`src/rtl/gshare_predictor_pkg.sv`:
```
// Shared definitions for the gshare branch predictor: history width, PHT
// counter encoding and a saturating 32-bit increment.
package common;

   localparam int GHR_SIZE = 5;

   typedef enum logic [1:0] {
      SNT = 2'b00,
      WNT = 2'b01,
      WT  = 2'b10,
      ST  = 2'b11
   } pht_state_type;

   function automatic logic [31:0] sat_inc32(input logic [31:0] value);
      logic [31:0] result;
      if (value == 32'hFFFF_FFFF) begin
         result = value;
      end else begin
         result = value + 32'd1;
      end
      return result;
   endfunction

endpackage

```
`src/rtl/gshare_predictor_sat_counter2.sv`:
```
// Next-state function of a 2-bit saturating up/down counter; holds when
// not enabled.
module sat_counter2
   import common::*;
(
   input  logic          en,
   input  logic          up,
   input  pht_state_type cur,
   output pht_state_type nxt
);

   // Step one state toward strongly-taken or strongly-not-taken, clamping at the ends
   always_comb begin
      nxt = cur;
      if (en) begin
         case (cur)
            SNT:     nxt = up ? WNT : SNT;
            WNT:     nxt = up ? WT  : SNT;
            WT:      nxt = up ? ST  : WNT;
            ST:      nxt = up ? ST  : WT;
            default: nxt = WNT;
         endcase
      end else begin
         nxt = cur;
      end
   end

endmodule

```
`src/rtl/gshare_predictor.sv`:
```
// Gshare conditional-branch predictor: PC xor global history indexes a table
// of 2-bit counters; history is speculatively shifted and repaired on mispredict.
module gshare_predictor #(
   parameter int GHR_SIZE = common::GHR_SIZE
) (
   input  logic                clk,
   input  logic                reset_n,
   input  logic                fetch_valid,
   input  logic                fetch_stall,
   input  logic [31:0]         fetch_pc,
   input  logic                fetch_is_branch,
   output logic                pred_taken,
   output logic [GHR_SIZE-1:0] pred_ghr,
   output logic [GHR_SIZE-1:0] pred_index,
   input  logic                res_valid,
   input  logic                res_is_branch,
   input  logic                res_taken,
   input  logic                res_mispredict,
   input  logic [GHR_SIZE-1:0] res_ghr,
   input  logic [GHR_SIZE-1:0] res_index,
   output logic [31:0]         stat_branches,
   output logic [31:0]         stat_mispredicts
);
   import common::*;

   localparam int DEPTH = 1 << GHR_SIZE;

   pht_state_type       pht_r [DEPTH];
   pht_state_type       pht_nxt_s;
   logic [GHR_SIZE-1:0] ghr_r;
   logic [31:0]         branches_r;
   logic [31:0]         mispredicts_r;
   logic                upd_s;
   logic                repair_s;
   logic                shift_s;
   logic                unused_bits_s;

   assign upd_s    = res_valid && res_is_branch;
   assign repair_s = upd_s && res_mispredict;
   assign shift_s  = fetch_valid && fetch_is_branch && !fetch_stall;

   assign pred_index       = fetch_pc[GHR_SIZE:1] ^ ghr_r;
   assign pred_ghr         = ghr_r;
   assign stat_branches    = branches_r;
   assign stat_mispredicts = mispredicts_r;
   assign unused_bits_s    = ^{fetch_pc[31:GHR_SIZE+1], fetch_pc[0], res_ghr[GHR_SIZE-1]};

   // Lookup reads the table before any same-cycle update lands
   always_comb begin
      pred_taken = 1'b0;
      if (fetch_is_branch) begin
         pred_taken = pht_r[pred_index][1];
      end else begin
         pred_taken = 1'b0;
      end
   end

   sat_counter2 u_sat_counter2 (
      .en  (upd_s),
      .up  (res_taken),
      .cur (pht_r[res_index]),
      .nxt (pht_nxt_s)
   );

   // Pattern history table: train the resolved entry
   always_ff @(posedge clk or negedge reset_n) begin
      if (!reset_n) begin
         for (int i = 0; i < DEPTH; i++) begin
            pht_r[i] <= WNT;
         end
      end else if (upd_s) begin
         pht_r[res_index] <= pht_nxt_s;
      end
   end

   // Global history: repair from the resolved branch wins over the fetch shift
   always_ff @(posedge clk or negedge reset_n) begin
      if (!reset_n) begin
         ghr_r <= '0;
      end else if (repair_s) begin
         ghr_r <= {res_ghr[GHR_SIZE-2:0], res_taken};
      end else if (shift_s) begin
         ghr_r <= {ghr_r[GHR_SIZE-2:0], pred_taken};
      end
   end

   // Saturating statistics counters
   always_ff @(posedge clk or negedge reset_n) begin
      if (!reset_n) begin
         branches_r    <= 32'd0;
         mispredicts_r <= 32'd0;
      end else begin
         if (upd_s) begin
            branches_r <= sat_inc32(branches_r);
         end
         if (repair_s) begin
            mispredicts_r <= sat_inc32(mispredicts_r);
         end
      end
   end

endmodule

```
`config.mk`:
```
export PLATFORM = sky130hd
export DESIGN_NAME = gshare_predictor
export DESIGN_NICKNAME = d
export VERILOG_FILES = /design/src/rtl/gshare_predictor_pkg.sv /design/src/rtl/gshare_predictor_sat_counter2.sv /design/src/rtl/gshare_predictor.sv
export SDC_FILE = /design/constraint.sdc
export NUM_CORES = 1
export LEC_CHECK = 0
export CAP_MARGIN = 20
export CELL_PAD_IN_SITES_DETAIL_PLACEMENT = 1
export CELL_PAD_IN_SITES_GLOBAL_PLACEMENT = 2
export CORE_ASPECT_RATIO = 0.5
export CORE_UTILIZATION = 34
export CTS_CLUSTER_DIAMETER = 30
export CTS_CLUSTER_SIZE = 24
export DETAILED_ROUTE_END_ITERATION = 6
export GPL_TIMING_DRIVEN = 0
export HOLD_SLACK_MARGIN = 0.05
export PLACE_DENSITY = 0.84
export SLEW_MARGIN = 30
export SYNTH_ARGS = -nofsm -noshare
export SYNTH_HDL_FRONTEND = slang
export SYNTH_SLANG_ARGS = --single-unit
```
`constraint.sdc`:
```
create_clock -name clk -period 3 [get_ports clk]
set_input_delay 0.3 -clock clk [delete_from_list [all_inputs] [get_ports clk]]
set_output_delay 0.3 -clock clk [all_outputs]
set_load 0.01 [all_outputs]
```
Word-level counts from Yosys, hierarchy flattened
Cells that the tools add are included.
{ "classes": {"n_addsub": 2, "mul": 0, "n_div": 0, "n_lt_le_gt_ge": 3, "eq_ne": 5, "shift": 0, "n_mux": 18, "bitwise_logic": 5, "reduce_logical": 10} }
{ "op_table": {"columns": ["operator", "count"], "rows": [
  ["adder 32 x 1 -> 32 bit (second input constant)", 2],
  ["bitwise mux 64 bit", 1],
  ["equality test 32 bit (second input constant)", 2],
  ["binary-select mux 2 bit (select 5 bit)", 2],
  ["2-to-1 mux 2 bit", 8],
  ["greater-or-equal comparator 6 bit (second input constant)", 2],
  ["inverter 5 -> 6 bit", 2],
  ["demux 2 bit (select 5 bit)", 1],
  ["2-to-1 mux 5 bit", 2],
  ["one-hot mux 2 bit (4 select lines)", 1],
  ["less-than comparator 6 x 1 -> 1 bit (second input constant)", 1],
  ["logical AND 1 bit", 5],
  ["XOR 5 bit", 1],
  ["equality test 2 bit (second input constant)", 2],
  ["AND reduction 2 bit", 2],
  ["2-to-1 mux 1 bit", 3],
  ["equality test 2 x 1 -> 1 bit (second input constant)", 1],
  ["zero test 2 bit", 1],
  ["inverter 1 bit", 2],
  ["nonzero test 2 bit", 1],
  ["zero test 1 bit", 1]
]} }
{ "totals": {"ff_bits": 133, "latchBits": 0, "mem_bits_rw": 0, "mem_bits_ro": 0, "in_bits": 51, "output_inout_bits": 75, "word_cells": 78, "mem_count": 0} }

Logic depth before layout (Yosys ltp)
{ "logic_depth": {"depth_word": 8, "ltp_mapped": 11, "depth_no_buf": 8} }

Modules after synthesis
From an unflattened synthesis, not the netlist that was laid out.
{ "hier_totals": {"hier_cells": 562, "hier_area_um2": 6759.0} }
{ "by_module_without_submodules": {"columns": ["module", "instances", "cells_each", "area_each_um2", "seq_area_each_um2"], "rows": [
  ["gshare_predictor", 1, 553, 6696.4, 3368.2],
  ["sat_counter2", 1, 9, 62.6, 0.0]
]} }

Worst setup path before layout
Ideal clock, no wire load.
{ "synth_path": {"path_type": "reg2out", "startpoint": "register ghr_r[0], in the netlist pred_ghr[0]", "endpoint": "output port pred_taken", "t_arrival_ns": 2.325, "t_required_ns": 2.700, "setup_slack_ns": 0.375, "path_stages_with_launch": 6, "path_buffers": 0, "path_cell_list": "dfrtp_1 -> xor2_2 -> mux4_1 -> mux4_2 -> o21ai_0 -> nor2_1"} }
{ "synth_between": {"elab_chain_cells": 6} }
{ "synth_lines": {"columns": ["item", "line_no", "rtl"], "rows": [
  ["start: declaration", "gshare_predictor.sv:30", "logic [GHR_SIZE-1:0] ghr_r;"],
  ["start signal: assignment", "gshare_predictor.sv:81", "ghr_r <= {res_ghr[GHR_SIZE-2:0], res_taken};"],
  ["start signal: assignment", "gshare_predictor.sv:83", "ghr_r <= {ghr_r[GHR_SIZE-2:0], pred_taken};"],
  ["XOR 5 bit", "gshare_predictor.sv:42", "assign pred_index = fetch_pc[GHR_SIZE:1] ^ ghr_r;"],
  ["net pred_index[0]", "gshare_predictor.sv:14", "output logic [GHR_SIZE-1:0] pred_index,"],
  ["inverter 5 -> 6 bit (not written as such)", "gshare_predictor.sv:52", "pred_taken = pht_r[pred_index][1];"],
  ["binary-select mux 2 bit (select 5 bit)", "gshare_predictor.sv:52", null],
  ["2-to-1 mux 2 bit (not written as such) (2 in series)", "gshare_predictor.sv:52", null],
  ["2-to-1 mux 1 bit", "gshare_predictor.sv:51", "if (fetch_is_branch) begin"],
  ["end: declaration", "gshare_predictor.sv:12", "output logic pred_taken,"]
]} }
The timed path passes the listed nets, and every way through them passes these cells. The select of a mux whose other input is x is not followed.

Worst setup path in the final report
{ "layout_path": {"startpoint": "register ghr_r[1], in the netlist pred_ghr[1]", "endpoint": "output port pred_taken"} }
{ "layout_between": {"elab_chain_cells": 6} }
{ "layout_lines": {"columns": ["item", "line_no"], "rows": [
  ["XOR 5 bit", "gshare_predictor.sv:42"],
  ["inverter 5 -> 6 bit (not written as such)", "gshare_predictor.sv:52"],
  ["binary-select mux 2 bit (select 5 bit)", "gshare_predictor.sv:52"],
  ["2-to-1 mux 2 bit (not written as such) (2 in series)", "gshare_predictor.sv:52"],
  ["2-to-1 mux 1 bit", "gshare_predictor.sv:51"]
]} }
No other way between the ends. The select of a mux whose other input is x is not followed.

==> parameters.txt <==
Parameter                              Value

Run status
  Result of the run    finished, final reports clean

Final layout
  Final layout net count    roughly 810
  Non-filler cells in the finished layout    just over 1,000
  Layout cells sized above 1    0.215
  Fin util    0.456
  Area taken by multi-input logic gates    3390 sq um
  Storage cell area    about 3400 sq um
  Fillers    2,119
  Area Overhead vs Synth    30.6%
  Final instance area    between 8000 and 9000 sq um

Floorplan
  X dimension of the die    roughly 200 microns
  Cell row count    36
  Die area    roughly 21,000 sq um
  Placeable core region    roughly 20,000 sq um
  Die Ht    102 microns
  Initial Utilization    0.349
  Total I/O pin count    approximately 130

Clock network
  Htree depth    4
  Clk_lat worst skew    around 0.43 ns
  Clock input transition at the sequential cells of the worst setup and hold paths    around 0.070 ns
  Clock tree from TritonCTS    built
  Clock net sink count    between 100 and 150
  Maximum number of buffers from clock root to sink    2
  Clock root buffer    sky130_fd_sc_hd__clkbuf_16
  Number of buffers added by the clock tree synthesis step    17

Synthesis
  Average cell area after synthesis    between 10 and 15 sq um
  Total of warnings raised by yosys    0
  Most used flip-flop cell after synthesis    sky130_fd_sc_hd__dfrtp_1
  Register bit total from synthesis    around 130
  Most area-hungry cell type in the Yosys netlist    sky130_fd_sc_hd__dfrtp_1
  Sequential cell area fraction in the yosys report    0.493
  Main area contributors after synthesis    sky130_fd_sc_hd__dfrtp_1 37%, sky130_fd_sc_hd__dfstp_2 12%, sky130_fd_sc_hd__xnor2_1 5.6%
  Post-Syn Nets    679
  Number of enable-type register cells in the synthesized netlist    0
  Post-synth cell types    55
  Share of the synthesized area in the top cell type    0.370
  Ys async rst share    1.00
  Number of cells produced by synthesis    ~630
  Post-synth design cell area    about 6800 sq um

Global routing
  Sum of overflow across all layers after global routing    0
  Maximum number of pins on one net before global-route repair    74
  Wire length of the first global-routing pass    roughly 32,000 microns
  Initial antenna violation count    1
  Vias in the first global route    5,576
  Overall fraction of global-route tracks in use    0.201

Min path
  Min-Delay Path Class    in -> reg

Routing
  Total Wirelength    about 20,000 microns
  Via-to-Cell Ratio    ~5.2
  Drt first pass iters    4
  Total vias in the final route    approximately 5,400
  Final routed DRC violation total    0
  Initial DRC Count    ~310
  WL per Instance    about 19 microns
  Number of nets still failing antenna checks after routing    0

Pwr
  Comb power frac    0.207
  Clock power frac    0.374
  Leakage power summed over all cells    approximately 3.7 nW
  Net switching component of the power    around 0.0016 W
  Register share of total power    0.419
  Internal    around 0.0038 W
  Power density over the cells    between 600 and 700 nW/um^2
  Maximum ir drop on the vdd rail    between 0.0004 and 0.0005 V
  Switch share    0.301

STA
  Final hold violations    0
  Setup violations, final    0
  Crit path time final    between 2 and 3 ns
  Worst Clk Skew    between 0.015 and 0.02 ns
  Measured slew at the worst slew-check pin    between 0.8 and 0.9 ns
  Worst max-slew margin expressed relative to the limit    0.435
  Count of pins over their slew limit    0
  Period Utilization, post-route    0.991
  Unrepaired setup endpoints after global routing    true
  Achievable clock frequency    between 0.3 and 0.4 GHz

Setup path
  Sort of element at the start of the critical path    flip-flop
  Critical Path RT    around 2.7 ns
  Maximum fanout along the worst path    7
  Arrival time at the worst endpoint    approximately 2.7 ns
  Critical path class    reg -> out
  Endpoint class of the critical path    primary output

Placed design
  Detailed-placement wirelength estimate    roughly 14,000 microns
  Cell area reported after detailed placement    approximately 8000 sq um
  Routability congestion estimate    0.897
  I/O Buffers    95
  Total instance count after detailed placement    just under 1,000

Flow run
  Total of max-cap violations    0
[registers in the layout, summed over array words and instances (netlist names)]
signal            flops
stat_branches        32
stat_mispredicts     32
pred_ghr              5
pht_r                64
[cell usage after synthesis, types with 7 or more instances]
library cell and count:
sky130_fd_sc_hd__and3_1 15, sky130_fd_sc_hd__and4_1 7, sky130_fd_sc_hd__clkbuf_1 7, sky130_fd_sc_hd__dfrtp_1 101
sky130_fd_sc_hd__dfstp_2 32, sky130_fd_sc_hd__inv_1 8, sky130_fd_sc_hd__mux2_2 24, sky130_fd_sc_hd__mux2_4 11
sky130_fd_sc_hd__mux2i_1 28, sky130_fd_sc_hd__mux4_2 8, sky130_fd_sc_hd__nand2_1 92, sky130_fd_sc_hd__nand3_1 31
sky130_fd_sc_hd__nand4_1 22, sky130_fd_sc_hd__nor2_1 39, sky130_fd_sc_hd__nor3_1 11, sky130_fd_sc_hd__o21ai_0 27
sky130_fd_sc_hd__o31ai_1 18, sky130_fd_sc_hd__or2_2 7, sky130_fd_sc_hd__xnor2_1 44, sky130_fd_sc_hd__xor2_1 21
[power groups by stage]
stage | Sequential, W | Combinational (W) | Clock (W)
4_1_cts | 0.00226 | 0.00110 | 0.00207
3_5_place_dp | 0.00228 | 0.00103 | 0
6_report | 0.00226 | 0.00112 | 0.00202
3_3_place_gp | 0.00227 | 0.000999 | 0
5_1_grt | 0.00229 | 0.00120 | 0.00214
2_1_floorplan | 0.00225 | 0.000521 | 0
[through the flow]
| step | power [W] | hold WS (ns) | setup WS, ns | TNS (ns) |
|---|---|---|---|---|
| 5_1_grt | 0.00563 | 0.449 | -0.0255 | -0.0526 |
| 3_3_place_gp | 0.00327 | 0.463 | -3.76 | -465.39 |
| 4_1_cts | 0.00543 | 0.417 | -0.0369 | -0.0369 |
| 6_report | 0.00540 | 0.433 | 0.0275 | 0 |
| 3_5_place_dp | 0.00331 | 0.317 | -1.02 | -25.03 |
| 2_1_floorplan | 0.00278 | 0.00441 | 0.375 | 0 |
[cells by family (layout without fill, tap and decap cells)]
kind of cell	after synthesis	count (layout)	synth area share
fa+ha+maj	2	2	0.00366
compound gates	72	72	0.0729
other cells	0	1	0
xor+xnor	66	66	0.0857
buf+inv	29	174	0.0225
mux	75	75	0.144
simple gates	249	249	0.178
flops	133	133	0.493
[cells in the final DEF, fill, tap and decap left out, types with 3 or more instances in the layout]
master	count
sky130_fd_sc_hd__clkbuf_16	17
sky130_fd_sc_hd__nand4_1	22
sky130_fd_sc_hd__and2_1	5
sky130_fd_sc_hd__buf_1	3
sky130_fd_sc_hd__clkinv_2	3
sky130_fd_sc_hd__and4_1	7
sky130_fd_sc_hd__or2_2	7
sky130_fd_sc_hd__mux2_2	24
sky130_fd_sc_hd__o31ai_1	17
sky130_fd_sc_hd__nand2b_1	3
sky130_fd_sc_hd__mux4_2	10
sky130_fd_sc_hd__nand2_1	91
sky130_fd_sc_hd__inv_1	8
sky130_fd_sc_hd__or3_1	3
sky130_fd_sc_hd__nand3_1	31
sky130_fd_sc_hd__mux2i_2	3
sky130_fd_sc_hd__and3_1	15
sky130_fd_sc_hd__nor2b_1	3
sky130_fd_sc_hd__dfstp_2	32
sky130_fd_sc_hd__nor2_1	39
sky130_fd_sc_hd__nor3_1	11
sky130_fd_sc_hd__o21ai_0	24
sky130_fd_sc_hd__buf_6	3
sky130_fd_sc_hd__clkbuf_1	6
sky130_fd_sc_hd__buf_4	16
sky130_fd_sc_hd__clkdlybuf4s50_1	93
sky130_fd_sc_hd__o221ai_1	4
sky130_fd_sc_hd__clkinv_4	3
sky130_fd_sc_hd__mux2i_1	25
sky130_fd_sc_hd__mux2_4	11
sky130_fd_sc_hd__xnor2_1	44
sky130_fd_sc_hd__inv_6	4
sky130_fd_sc_hd__xor2_1	19
sky130_fd_sc_hd__dfrtp_1	100
sky130_fd_sc_hd__o22ai_1	5
sky130_fd_sc_hd__clkinvlp_4	3
sky130_fd_sc_hd__buf_2	7
[metal layers]
metal,part of all wire,GRT usage
met1,0.46,0.268
met2,0.47,0.318
met3,0.043,0.0443
met4,0.021,0.0839
met5,0,0
[final timing paths]
kind                                         startpoint                            to  slack, ns  cells after the start
max                             pred_ghr[1]$_DFFE_PN0P_                    pred_taken       0.03                      6
min                                          res_ghr[2]       pred_ghr[3]$_DFFE_PN0P_       0.43                      3
max reg2reg                stat_branches[8]$_DFFE_PN0P_  stat_branches[1]$_DFFE_PN0P_       0.33                      6
min reg2reg                       pht_r[56]$_DFFE_PN1P_         pht_r[56]$_DFFE_PN1P_       0.47                      2
max in group asynchronous                       reset_n          pht_r[8]$_DFFE_PN1P_       1.82                      3
min in group asynchronous                       reset_n         pht_r[27]$_DFFE_PN0P_       0.44                      2
[cell type report]
| class | instances | share of cell area |
|---|---|---|
| clock inverters | 14 | 0.0144 |
| well taps | 266 | 0.0373 |
| multi-input cells | 464 | 0.379 |
| plain buffers | 21 | 0.0144 |
| flip-flops and latches | 133 | 0.377 |
| repair buffers | 113 | 0.126 |
| inverters | 8 | 0.00336 |
| clock buffers | 18 | 0.0481 |
| diodes | 1 | 0.000280 |
[worst max-delay path: stages, from the launching register on]
cell                      delay (ns)
sky130_fd_sc_hd__dfrtp_1        0.50
sky130_fd_sc_hd__xor2_4         0.42
sky130_fd_sc_hd__mux4_2         0.43
sky130_fd_sc_hd__mux4_2         0.51
sky130_fd_sc_hd__o21ai_4        0.20
sky130_fd_sc_hd__nor2_1         0.06
sky130_fd_sc_hd__buf_2          0.14
[repair_timing]
item                                    CTS  global route
pin swaps                                 4             7
setup buffers                            11             5
hold buffers                              1             0
hold endpoints to repair                 46             0
resized for setup                        15            12
endpoints found under the setup margin   33            51
cloned                                    0             0
No activity file was read; power rests on OpenSTA's default activity.
